## config.mk

```make
export PLATFORM = sky130hd
export DESIGN_NAME = ps2_host
export DESIGN_NICKNAME = d
export VERILOG_FILES = /design/src/rtl/ps2_host.sv
export SDC_FILE = /design/constraint.sdc
export NUM_CORES = 1
export LEC_CHECK = 0
export ABC_AREA = 1
export CAP_MARGIN = 10
export CORE_UTILIZATION = 60
export DETAILED_ROUTE_END_ITERATION = 7
export PLACE_DENSITY_LB_ADDON = 0.3
export SLEW_MARGIN = 20
export SYNTH_ARGS = -nofsm -noshare
export SYNTH_HDL_FRONTEND = slang
export SYNTH_SLANG_ARGS = --single-unit
```

## constraint.sdc

```tcl
create_clock -name clk -period 2.8 [get_ports clk]
set_input_delay 0.28 -clock clk [delete_from_list [all_inputs] [get_ports clk]]
set_output_delay 0.28 -clock clk [all_outputs]
set_load 0.05 [all_outputs]
```

## src/rtl/ps2_host.sv

```systemverilog
// PS/2 host port: debounced open-drain clk/data, receive FIFO with clock inhibit,
// retried command transmit with ACK sampling, classified receive errors.

module ps2_fifo #(
  parameter int DEPTH = 8,
  parameter int W     = 8
) (
  input  logic                     clk,
  input  logic                     rst_n,
  input  logic                     push_i,
  input  logic [W-1:0]             data_i,
  input  logic                     pop_i,
  output logic [W-1:0]             data_o,
  output logic [$clog2(DEPTH):0]   count_o
);
  localparam int AW = $clog2(DEPTH);
  localparam int CW = AW + 1;

  logic [W-1:0]  mem_q [DEPTH];
  logic [AW-1:0] wr_q, rd_q;
  logic [CW-1:0] cnt_q;

  always_ff @(posedge clk or negedge rst_n) begin
    if (!rst_n) begin
      wr_q  <= '0;
      rd_q  <= '0;
      cnt_q <= '0;
    end else begin
      if (push_i) wr_q <= wr_q + AW'(1);
      if (pop_i)  rd_q <= rd_q + AW'(1);
      cnt_q <= cnt_q + CW'(push_i) - CW'(pop_i);
    end
  end

  always_ff @(posedge clk) begin
    if (push_i) mem_q[wr_q] <= data_i;
  end

  assign data_o  = mem_q[rd_q];
  assign count_o = cnt_q;
endmodule

module ps2_host #(
  parameter int DEBOUNCE_CYCLES = 255,
  parameter int REQUEST_CYCLES  = 8191,
  parameter int WATCHDOG_CYCLES = 65535,
  parameter int FIFO_DEPTH      = 8,
  parameter int RETRIES         = 2
) (
  input  logic                          clk,
  input  logic                          reset_low,
  input  logic                          ps2_clk_in,
  output logic                          ps2_clk_out,
  output logic                          ps2_clk_oe,
  input  logic                          ps2_data_in,
  output logic                          ps2_data_out,
  output logic                          ps2_data_oe,
  output logic                          command_ready,
  input  logic                          command_valid,
  input  logic [7:0]                    command_byte,
  input  logic                          command_ack_ready,
  output logic                          command_ack_valid,
  output logic                          command_ack_error,
  input  logic                          scan_code_ready,
  output logic                          scan_code_valid,
  output logic [7:0]                    scan_code_byte,
  output logic [$clog2(FIFO_DEPTH):0]   rx_count,
  output logic                          rx_error,
  output logic [1:0]                    rx_error_code
);
  localparam int DBW = $clog2(DEBOUNCE_CYCLES + 1);
  localparam int TMAX = (REQUEST_CYCLES > WATCHDOG_CYCLES) ? REQUEST_CYCLES : WATCHDOG_CYCLES;
  localparam int TW  = $clog2(TMAX + 1);
  localparam int ATW = $clog2(RETRIES + 2) + 1;

  typedef enum logic [2:0] {IDLE, INHIBIT, RX, TX_REQ, TX_BITS, TX_ACK, ACK_HOLD} state_t;

  // Index 0 is the clock pin, index 1 the data pin; lines idle high.
  logic [1:0]     pin_raw, s1_q, s2_q, deb_q;
  logic [DBW-1:0] dcnt_q [2];
  logic           clk_prev_q;

  assign pin_raw = {ps2_data_in, ps2_clk_in};

  always_ff @(posedge clk or negedge reset_low) begin
    if (!reset_low) begin
      s1_q       <= '1;
      s2_q       <= '1;
      deb_q      <= '1;
      clk_prev_q <= 1'b1;
      for (int i = 0; i < 2; i++) dcnt_q[i] <= '0;
    end else begin
      s1_q       <= pin_raw;
      s2_q       <= s1_q;
      clk_prev_q <= deb_q[0];
      for (int i = 0; i < 2; i++) begin
        if (s2_q[i] == deb_q[i]) begin
          dcnt_q[i] <= '0;
        end else if (dcnt_q[i] == DBW'(DEBOUNCE_CYCLES - 1)) begin
          deb_q[i]  <= s2_q[i];
          dcnt_q[i] <= '0;
        end else begin
          dcnt_q[i] <= dcnt_q[i] + DBW'(1);
        end
      end
    end
  end

  logic clk_fall, clk_rise, data_s;
  assign clk_fall = clk_prev_q & ~deb_q[0];
  assign clk_rise = ~clk_prev_q & deb_q[0];
  assign data_s   = deb_q[1];

  state_t         state_q, state_d;
  logic [TW-1:0]  tmr_q, tmr_d;
  logic [3:0]     bit_q, bit_d;
  logic [8:0]     rx_sr_q, rx_sr_d;
  logic [9:0]     tx_sr_q, tx_sr_d;
  logic [7:0]     byte_q, byte_d;
  logic           wait_rise_q, wait_rise_d;
  logic           ack_bit_q, ack_bit_d;
  logic [ATW-1:0] att_q, att_d;
  logic           cmd_err_q, cmd_err_d;
  logic           rx_err_q, rx_err_d;
  logic [1:0]     rx_code_q, rx_code_d;
  logic           run_q;

  logic fifo_full, fifo_push, fifo_pop, accept, tx_fail, wd_exp;

  assign fifo_full = (rx_count == ($clog2(FIFO_DEPTH) + 1)'(FIFO_DEPTH));
  assign fifo_pop  = scan_code_valid & scan_code_ready;
  assign accept    = command_valid & command_ready;
  assign wd_exp    = (tmr_q == TW'(WATCHDOG_CYCLES - 1));

  always_comb begin
    state_d     = state_q;
    tmr_d       = '0;
    bit_d       = bit_q;
    rx_sr_d     = rx_sr_q;
    tx_sr_d     = tx_sr_q;
    byte_d      = byte_q;
    wait_rise_d = wait_rise_q;
    ack_bit_d   = ack_bit_q;
    att_d       = att_q;
    cmd_err_d   = cmd_err_q;
    rx_err_d    = 1'b0;
    rx_code_d   = rx_code_q;
    fifo_push   = 1'b0;
    tx_fail     = 1'b0;

    if (state_q inside {RX, TX_REQ, TX_BITS, TX_ACK}) tmr_d = tmr_q + TW'(1);

    case (state_q)
      IDLE, INHIBIT: begin
        if (state_q == IDLE && fifo_full) begin
          state_d = INHIBIT;
        end else if (accept) begin
          state_d   = TX_REQ;
          att_d     = ATW'(1);
          byte_d    = command_byte;
          cmd_err_d = 1'b0;
        end else if (state_q == INHIBIT) begin
          if (!fifo_full) state_d = IDLE;
        end else if (clk_fall && !data_s) begin
          state_d = RX;
        end
      end
      RX: begin
        if (wd_exp) begin
          rx_err_d  = 1'b1;
          rx_code_d = 2'b11;
          state_d   = IDLE;
        end else if (wait_rise_q) begin
          if (clk_rise) state_d = IDLE;
        end else if (clk_fall) begin
          rx_sr_d = {data_s, rx_sr_q[8:1]};
          bit_d   = bit_q + 4'd1;
          if (bit_q == 4'd9) begin
            wait_rise_d = 1'b1;
            if (!(^rx_sr_q)) begin
              rx_err_d  = 1'b1;
              rx_code_d = 2'b01;
            end else if (!data_s) begin
              rx_err_d  = 1'b1;
              rx_code_d = 2'b10;
            end else begin
              fifo_push = 1'b1;
            end
          end
        end
      end
      TX_REQ: begin
        if (tmr_q == TW'(REQUEST_CYCLES - 1)) state_d = TX_BITS;
      end
      TX_BITS: begin
        if (wd_exp) begin
          tx_fail = 1'b1;
        end else if (clk_fall) begin
          tx_sr_d = {1'b1, tx_sr_q[9:1]};
          bit_d   = bit_q + 4'd1;
          if (bit_q == 4'd9) state_d = TX_ACK;
        end
      end
      TX_ACK: begin
        if (wd_exp) begin
          tx_fail = 1'b1;
        end else if (!wait_rise_q && clk_fall) begin
          ack_bit_d   = ~data_s;
          wait_rise_d = 1'b1;
        end else if (wait_rise_q && clk_rise) begin
          if (ack_bit_q) state_d = ACK_HOLD;
          else           tx_fail = 1'b1;
        end
      end
      ACK_HOLD: begin
        if (command_ack_ready) state_d = IDLE;
      end
      default: state_d = IDLE;
    endcase

    if (tx_fail) begin
      if (att_q <= ATW'(RETRIES)) begin
        att_d   = att_q + ATW'(1);
        state_d = TX_REQ;
      end else begin
        cmd_err_d = 1'b1;
        state_d   = ACK_HOLD;
      end
    end

    // The watchdog spans the whole transmit frame, including the ACK bit.
    if (state_d != state_q) begin
      bit_d       = '0;
      wait_rise_d = 1'b0;
      if (!(state_q == TX_BITS && state_d == TX_ACK)) tmr_d = '0;
      if (state_d == TX_REQ) tx_sr_d = {~^byte_d, byte_d, 1'b0};
    end
  end

  always_ff @(posedge clk or negedge reset_low) begin
    if (!reset_low) begin
      state_q     <= IDLE;
      tmr_q       <= '0;
      bit_q       <= '0;
      rx_sr_q     <= '0;
      tx_sr_q     <= '1;
      byte_q      <= '0;
      wait_rise_q <= 1'b0;
      ack_bit_q   <= 1'b0;
      att_q       <= '0;
      cmd_err_q   <= 1'b0;
      rx_err_q    <= 1'b0;
      rx_code_q   <= 2'b00;
      run_q       <= 1'b0;
    end else begin
      state_q     <= state_d;
      tmr_q       <= tmr_d;
      bit_q       <= bit_d;
      rx_sr_q     <= rx_sr_d;
      tx_sr_q     <= tx_sr_d;
      byte_q      <= byte_d;
      wait_rise_q <= wait_rise_d;
      ack_bit_q   <= ack_bit_d;
      att_q       <= att_d;
      cmd_err_q   <= cmd_err_d;
      rx_err_q    <= rx_err_d;
      rx_code_q   <= rx_code_d;
      run_q       <= 1'b1;
    end
  end

  ps2_fifo #(.DEPTH(FIFO_DEPTH), .W(8)) u_fifo (
    .clk     (clk),
    .rst_n   (reset_low),
    .push_i  (fifo_push),
    .data_i  (rx_sr_q[7:0]),
    .pop_i   (fifo_pop),
    .data_o  (scan_code_byte),
    .count_o (rx_count)
  );

  // A full FIFO in IDLE must inhibit first, so no command is taken that cycle.
  assign command_ready     = run_q & ((state_q == IDLE && !fifo_full) || state_q == INHIBIT);
  assign command_ack_valid = (state_q == ACK_HOLD);
  assign command_ack_error = (state_q == ACK_HOLD) & cmd_err_q;
  assign scan_code_valid   = (rx_count != '0);
  assign ps2_clk_out       = 1'b0;
  assign ps2_clk_oe        = (state_q == INHIBIT) || (state_q == TX_REQ);
  assign ps2_data_oe       = (state_q == TX_REQ) || (state_q == TX_BITS);
  assign ps2_data_out      = tx_sr_q[0];
  assign rx_error          = rx_err_q;
  assign rx_error_code     = rx_code_q;
endmodule

```

==> qor.csv, run 1 <==
metric;value;unit
number of synthesized flops with an enable pin;64;
post-detail-place hpwl;11800;um
R2R Path End;u_fifo.mem_q[5][5];
fin area;9020;sq um
Seq/Total Area, Yosys;55.1;%
Synth cell types;47;
crit path from;u_fifo.count_o[2];
FF-to-FF setup slack;0.26;ns
Clock Skews;0.00992;ns
YS warnings;0;
cell area after placement;8460;sq um
final WL;17100;um
measured slew at the worst slew-check pin;0.615;ns
Clock Latency Late Sink;0.43;ns
TritonCTS Buffers;17;
Worst setup SP type;flip-flop;
Worst Path Required;2.52;ns
share of layout cells above drive strength 1;13.2;%
starting density of the core;61.4;%
Pint;4.26;mW
CP Capture Type;primary output;
FF-to-FF Start;bit_q[1];
Mapped Avg Cell Area;9.08;sq um
Leakage;3.88;nW
H-Tree Depth;4;
R2R cell count;9;
Slew Limit Fails;0;
drt pass-1 iters;5;
IO Pins;38;
Die Area;13400;sq um
unrepaired setup endpoints after global routing;false;
Cells after Synth;853;
Total GRT Usage;28.5;%
initial antenna violation count;0;
Antenna Violating Nets Remaining;0;
drt first-iter violations;522;
maximum clock rate;0.380;GHz
Fin Setup TNS;0;ns
PnR worst setup slack;0.169;ns
max cap viols;0;
NetSw;2.12;mW
Final Hold Viols;0;
routability congestion estimate;0.935;
pre-CTS WS;0.290;ns
n_diodes;0;
Syn Nets;887;
Synth Cell Area;7750;sq um
final design utilization;71.5;%
DR DRC count;0;
WP data arrival;2.35;ns
hold depth;1;
sw frac;33.2;%
Comb power frac;27.2;%
Vias;6069;
Reg clk slew, reported paths;0.06;ns
clock root buffer;clkbuf_16;
Clock Power Share;33.6;%
Non-Filler Instances;1094;
wire length per cell;15.6;um
grt total ovfl;0;
vias in the first global route;5916;
vias per inst;5.55;
PD cells;707;nW/um^2
synth cell count leaders;196 x nand2_1, 117 x nor2_1, 80 x inv_1;
Final Total Pwr;6.38;mW
Worst VDD drop;562;uV
first-pass GRT wire length;28800;um
largest cells by area after synthesis;edfxtp_1 25%, dfrtp_1 25%, nand2_1 9.5%;
most common cell in the synthesized netlist;nand2_1;
Die Y;116;um
Yosys top cell by area;edfxtp_1;
Flop pwr share;39.3;%
critical setup path kind;flip-flop to primary output;
ys async rst share;59.2;%
Yosys top cell area share;24.8;%
status;finished clean;
setup violators final;0;
maximum root-to-sink buffer count;2;
Period Utilization, post-route;94.0;%
largest net degree at the start of global routing;49;
clk sinks;157;
TritonCTS clock tree;done;
synthesized flop and latch total;157;
Die X;116;um
Nets;943;
hold slack;0.263;ns
capture point of the worst path;command_ready;
placed cells;1061;
min-delay worst type;input port to flip-flop;
area of the core;12600;sq um
Final min period;2.63;ns
area delta synth->final;16.4;%
Max FO, Critical Path;3;
number of port buffers;36;
# rows;41;
slew margin rel.;58.9;%
Synth Flop Type;dfrtp_1;
[worst max-delay path: stages (launching register included)]
cell	delay (ns)
dfrtp_1	0.35
inv_1	0.08
ha_1	0.21
nand3_1	0.16
nand2_1	0.07
nand2_1	0.10
and2_1	0.15
clkdlybuf4s50_1	0.80
[worst min-delay path by stage]
stage / from / endpoint / slack [ns]
floorplan: reset_low / ack_bit_q / -0.02
global placement: reset_low / tmr_q[4] / 0.32
detailed placement: reset_low / tmr_q[4] / 0.32
CTS: ps2_data_in / s1_q[1] / 0.25
global route: ps2_data_in / s1_q[1] / 0.26
finish: ps2_clk_in / s1_q[0] / 0.26
[area by class of cell]
type / count / area [sq um]
fillers: 923 / 3600
well taps: 172 / 215
repair buffers: 60 / 633
clock inverters: 14 / 108
multi-input cells: 578 / 3000
flip-flops and latches: 157 / 4270
clock buffers: 18 / 439
inverters: 95 / 357
[repair_timing]
action | in CTS | in global routing
resized for setup | 0 | 0
hold buffers | 1 | 0
buffers inserted | 0 | 0
hold endpoints to repair | 33 | 0
[registers in the layout, indices dropped and copies added (netlist names), 4 cells and up]
signal	cells
bit_q	4
tx_sr_q	10
dcnt_q	16
byte_q	8
rx_sr_q	9
tmr_q	16
u_fifo.mem_q	64
u_fifo.count_o	4
[power groups by stage]
stage	Combinational [mW]	Sequential [mW]	Clock (mW)
after CTS	1.74	2.51	2.16
after global placement	1.69	2.55	0
final	1.73	2.50	2.14
after global routing	1.88	2.51	2.25
after floorplan	0.915	2.65	0
after detailed placement	1.73	2.55	0
[routing by layer]
metal	GRT usage (%)	part of all wire, %
met3	5.44	5.4
met2	46.6	49
met5	0	0
met1	37.3	43
met4	12.6	2.6
[cell usage in the layout, fill, tap and decap left out, types with 10 or more instances in the layout]
master / count
nand2_1: 196
nor2_1: 117
inv_1: 80
dfrtp_1: 76
edfxtp_1: 64
o21ai_0: 54
nand3_1: 44
clkdlybuf4s50_1: 27
buf_4: 23
nand4_1: 21
xor2_1: 20
ha_1: 18
dfstp_2: 17
clkbuf_16: 17
inv_2: 14
nor3_1: 11
xnor2_1: 11
a21oi_1: 11
o22ai_1: 10
[kinds of logic (layout without fill, tap and decap cells)]
logic type,after synthesis,after routing,synth area share [%]
simple gates,417,417,23.9
other cells,2,2,0.0969
buf+inv,118,187,6.18
mux,3,3,0.388
xor+xnor,31,31,3.50
fa+ha+maj,19,19,3.16
compound gates,106,106,7.67
flops,157,157,55.1
(Power assumes the default switching activity.)
==> run 2, diff against run 1 <==
PLACE_DENSITY = 0.76   (was unset)
PLACE_DENSITY_LB_ADDON = unset   (was 0.3)
==> qor.csv, run 2 (synthesis results as in run 1) <==
metric;value;unit;change
status;finished clean;;unchanged
Layout fillers;908;;was 923
Final Total Pwr;6.62;mW;was 6.38 mW
vias in the first global route;5869;;was 5916
measured slew at the worst slew-check pin;0.623;ns;was 0.615 ns
Die Y;116;um;unchanged
number of port buffers;36;;unchanged
clk sinks;157;;unchanged
Buf/Inv on CP;2;;unchanged
starting density of the core;61.4;%;unchanged
Nets;942;;was 943
maximum root-to-sink buffer count;2;;unchanged
Reg clk slew, reported paths;0.07;ns;was 0.06 ns
Period Utilization, post-route;94.0;%;about the same
Largest Register;u_fifo.mem_q;;unchanged
vias per inst;5.56;;was 5.55
area delta synth->final;17.2;%;was 16.4%
Clock Skews;0.0110;ns;was 0.00992 ns
post-detail-place hpwl;11400;um;was 11800 um
Final min period;2.63;ns;about the same
maximum clock rate;0.380;GHz;about the same
first-pass GRT wire length;28200;um;was 28800 um
TritonCTS Buffers;17;;unchanged
final WL;16900;um;was 17100 um
wire length per cell;15.4;um;was 15.6 um
register area;4270;sq um;about the same
area occupied by multi-input gates;3000;sq um;unchanged
max cap viols;0;;unchanged
final design utilization;72.0;%;was 71.5%
Clock Latency Late Sink;0.44;ns;was 0.43 ns
PD cells;729;nW/um^2;was 707 nW/um^2
grt total ovfl;0;;unchanged
H-Tree Depth;4;;unchanged
slew margin rel.;58.4;%;was 58.9%
placed cells;1060;;was 1061
Vias;6074;;was 6069
Worst Path Required;2.52;ns;about the same
R2R cell count;11;;was 9
Leakage;3.90;nW;was 3.88 nW
n_diodes;0;;unchanged
drt pass-1 iters;5;;unchanged
Top Family by Delay on Critical Path;buffers and inverters;;unchanged
commonest non-fill, non-tap cell in the layout;nand2_1;;unchanged
CP Cell Sequence;inv_2 > nand2_1 > nor2_1 > nand2_1 > nand2_1 > and2_1 > clkdlybuf4s50_1;;was inv_1 > ha_1 > nand3_1 > nand2_1 > nand2_1 > and2_1 > clkdlybuf4s50_1
critical setup path kind;flip-flop to primary output;;unchanged
Non-Filler Instances;1093;;was 1094
CP Capture Type;primary output;;unchanged
area of the core;12600;sq um;unchanged
drt first-iter violations;510;;was 522
Worst setup SP type;flip-flop;;unchanged
most frequent cells in the layout;196 x nand2_1, 117 x nor2_1, 79 x inv_1, 74 x dfrtp_1, 64 x edfxtp_1;;was 196 x nand2_1, 117 x nor2_1, 80 x inv_1, 76 x dfrtp_1, 64 x edfxtp_1
TritonCTS clock tree;done;;unchanged
Slowest-stage cell, CP;clkdlybuf4s50_1;;unchanged
Levels on crit path;7;;unchanged
unrepaired setup endpoints after global routing;false;;unchanged
IO Pins;38;;unchanged
Antenna Violating Nets Remaining;0;;unchanged
Total GRT Usage;27.9;%;was 28.5%
Die Area;13400;sq um;unchanged
Fin Setup TNS;0;ns;unchanged
CP most frequent cell;nand2_1;;unchanged
initial antenna violation count;0;;unchanged
Die X;116;um;unchanged
Final Hold Viols;0;;unchanged
CP peak stage delay;0.80;ns;about the same
WP data arrival;2.35;ns;about the same
Worst VDD drop;480;uV;was 562 uV
Max FO, Critical Path;9;;was 3
Top Registers;u_fifo.mem_q x64, dcnt_q x16, tmr_q x16;;unchanged
largest net degree at the start of global routing;48;;was 49
Slew Limit Fails;0;;unchanged
# rows;41;;unchanged
DR DRC count;0;;unchanged
share of layout cells above drive strength 1;13.2;%;about the same
min-delay worst type;input port to flip-flop;;unchanged
flip-flop count of the largest register after layout;64;;unchanged
routability congestion estimate;0.907;;was 0.935
setup violators final;0;;unchanged
hold depth;1;;unchanged
clock root buffer;clkbuf_16;;unchanged
==> run 2: power breakdown <==
| part | total (mW) | switching [mW] | internal (mW) |
|---|---|---|---|
| Sequential | 2.54 | 0.0890 | 2.45 |
| Clock | 2.40 | 0.975 | 1.42 |
| Combinational | 1.68 | 1.05 | 0.626 |
==> run 2: final timing paths <==
kind	start	end	slack, ns
setup / recovery	state_q[0]	command_ready	0.17
hold / removal	ps2_clk_in	s1_q[0]	0.25
setup reg to reg	rx_sr_q[2]	u_fifo.mem_q[7][5]	0.25
hold reg to reg	s1_q[0]	s2_q[0]	0.36
max in group asynchronous	reset_low	s1_q[1]	1.66
min in group asynchronous	reset_low	tmr_q[7]	0.40
==> run 2: worst reg2reg max path, stage by stage, from the launching register on <==
cell and delay (ns):
dfrtp_1 0.58, xnor2_1 0.19, xor2_1 0.19, xor2_1 0.20
inv_1 0.07, nand2_1 0.11, nand2_1 0.12, nor3_4 0.15
buf_4 0.17, nand2_1 0.12, nor2_1 0.17, buf_4 0.20
==> run 2: layer usage <==
layer / up-vias / wire length (um) / track usage (%)
li1: 2913 / - / -
met5: - / 0 / 0
met3: 24 / 1040 / 6.64
met2: 224 / 8370 / 46.5
met1: 2913 / 7140 / 35.9
met4: 0 / 309 / 9.74
==> run 2: layout make-up <==
cell class	instances	area share [%]
sequential	157	47.0
multi-input combinational	578	33.0
timing repair buffer	59	6.89
clock buffer	18	4.72
inverter	95	3.97
tap	172	2.37
clock inverter	14	2.01
==> run 2: timing repair <==
| action | CTS | global route |
|---|---|---|
| endpoints found under the setup margin | 0 | 22 |
| resized for setup | 0 | 3 |
| hold endpoints to repair | 33 | 0 |
| setup buffers | 0 | 0 |
| hold buffers | 1 | 0 |
==> run 2: metrics by stage <==
stage	worst slack [ns]	instance area (sq um)	hold WS [ns]
floorplan	0.0122	7750	-0.0156
global placement	0.410	8460	0.322
detailed placement	0.270	8460	0.332
CTS	0.000888	9080	0.245
global route	0.0172	9080	0.253
finish	0.169	9080	0.252
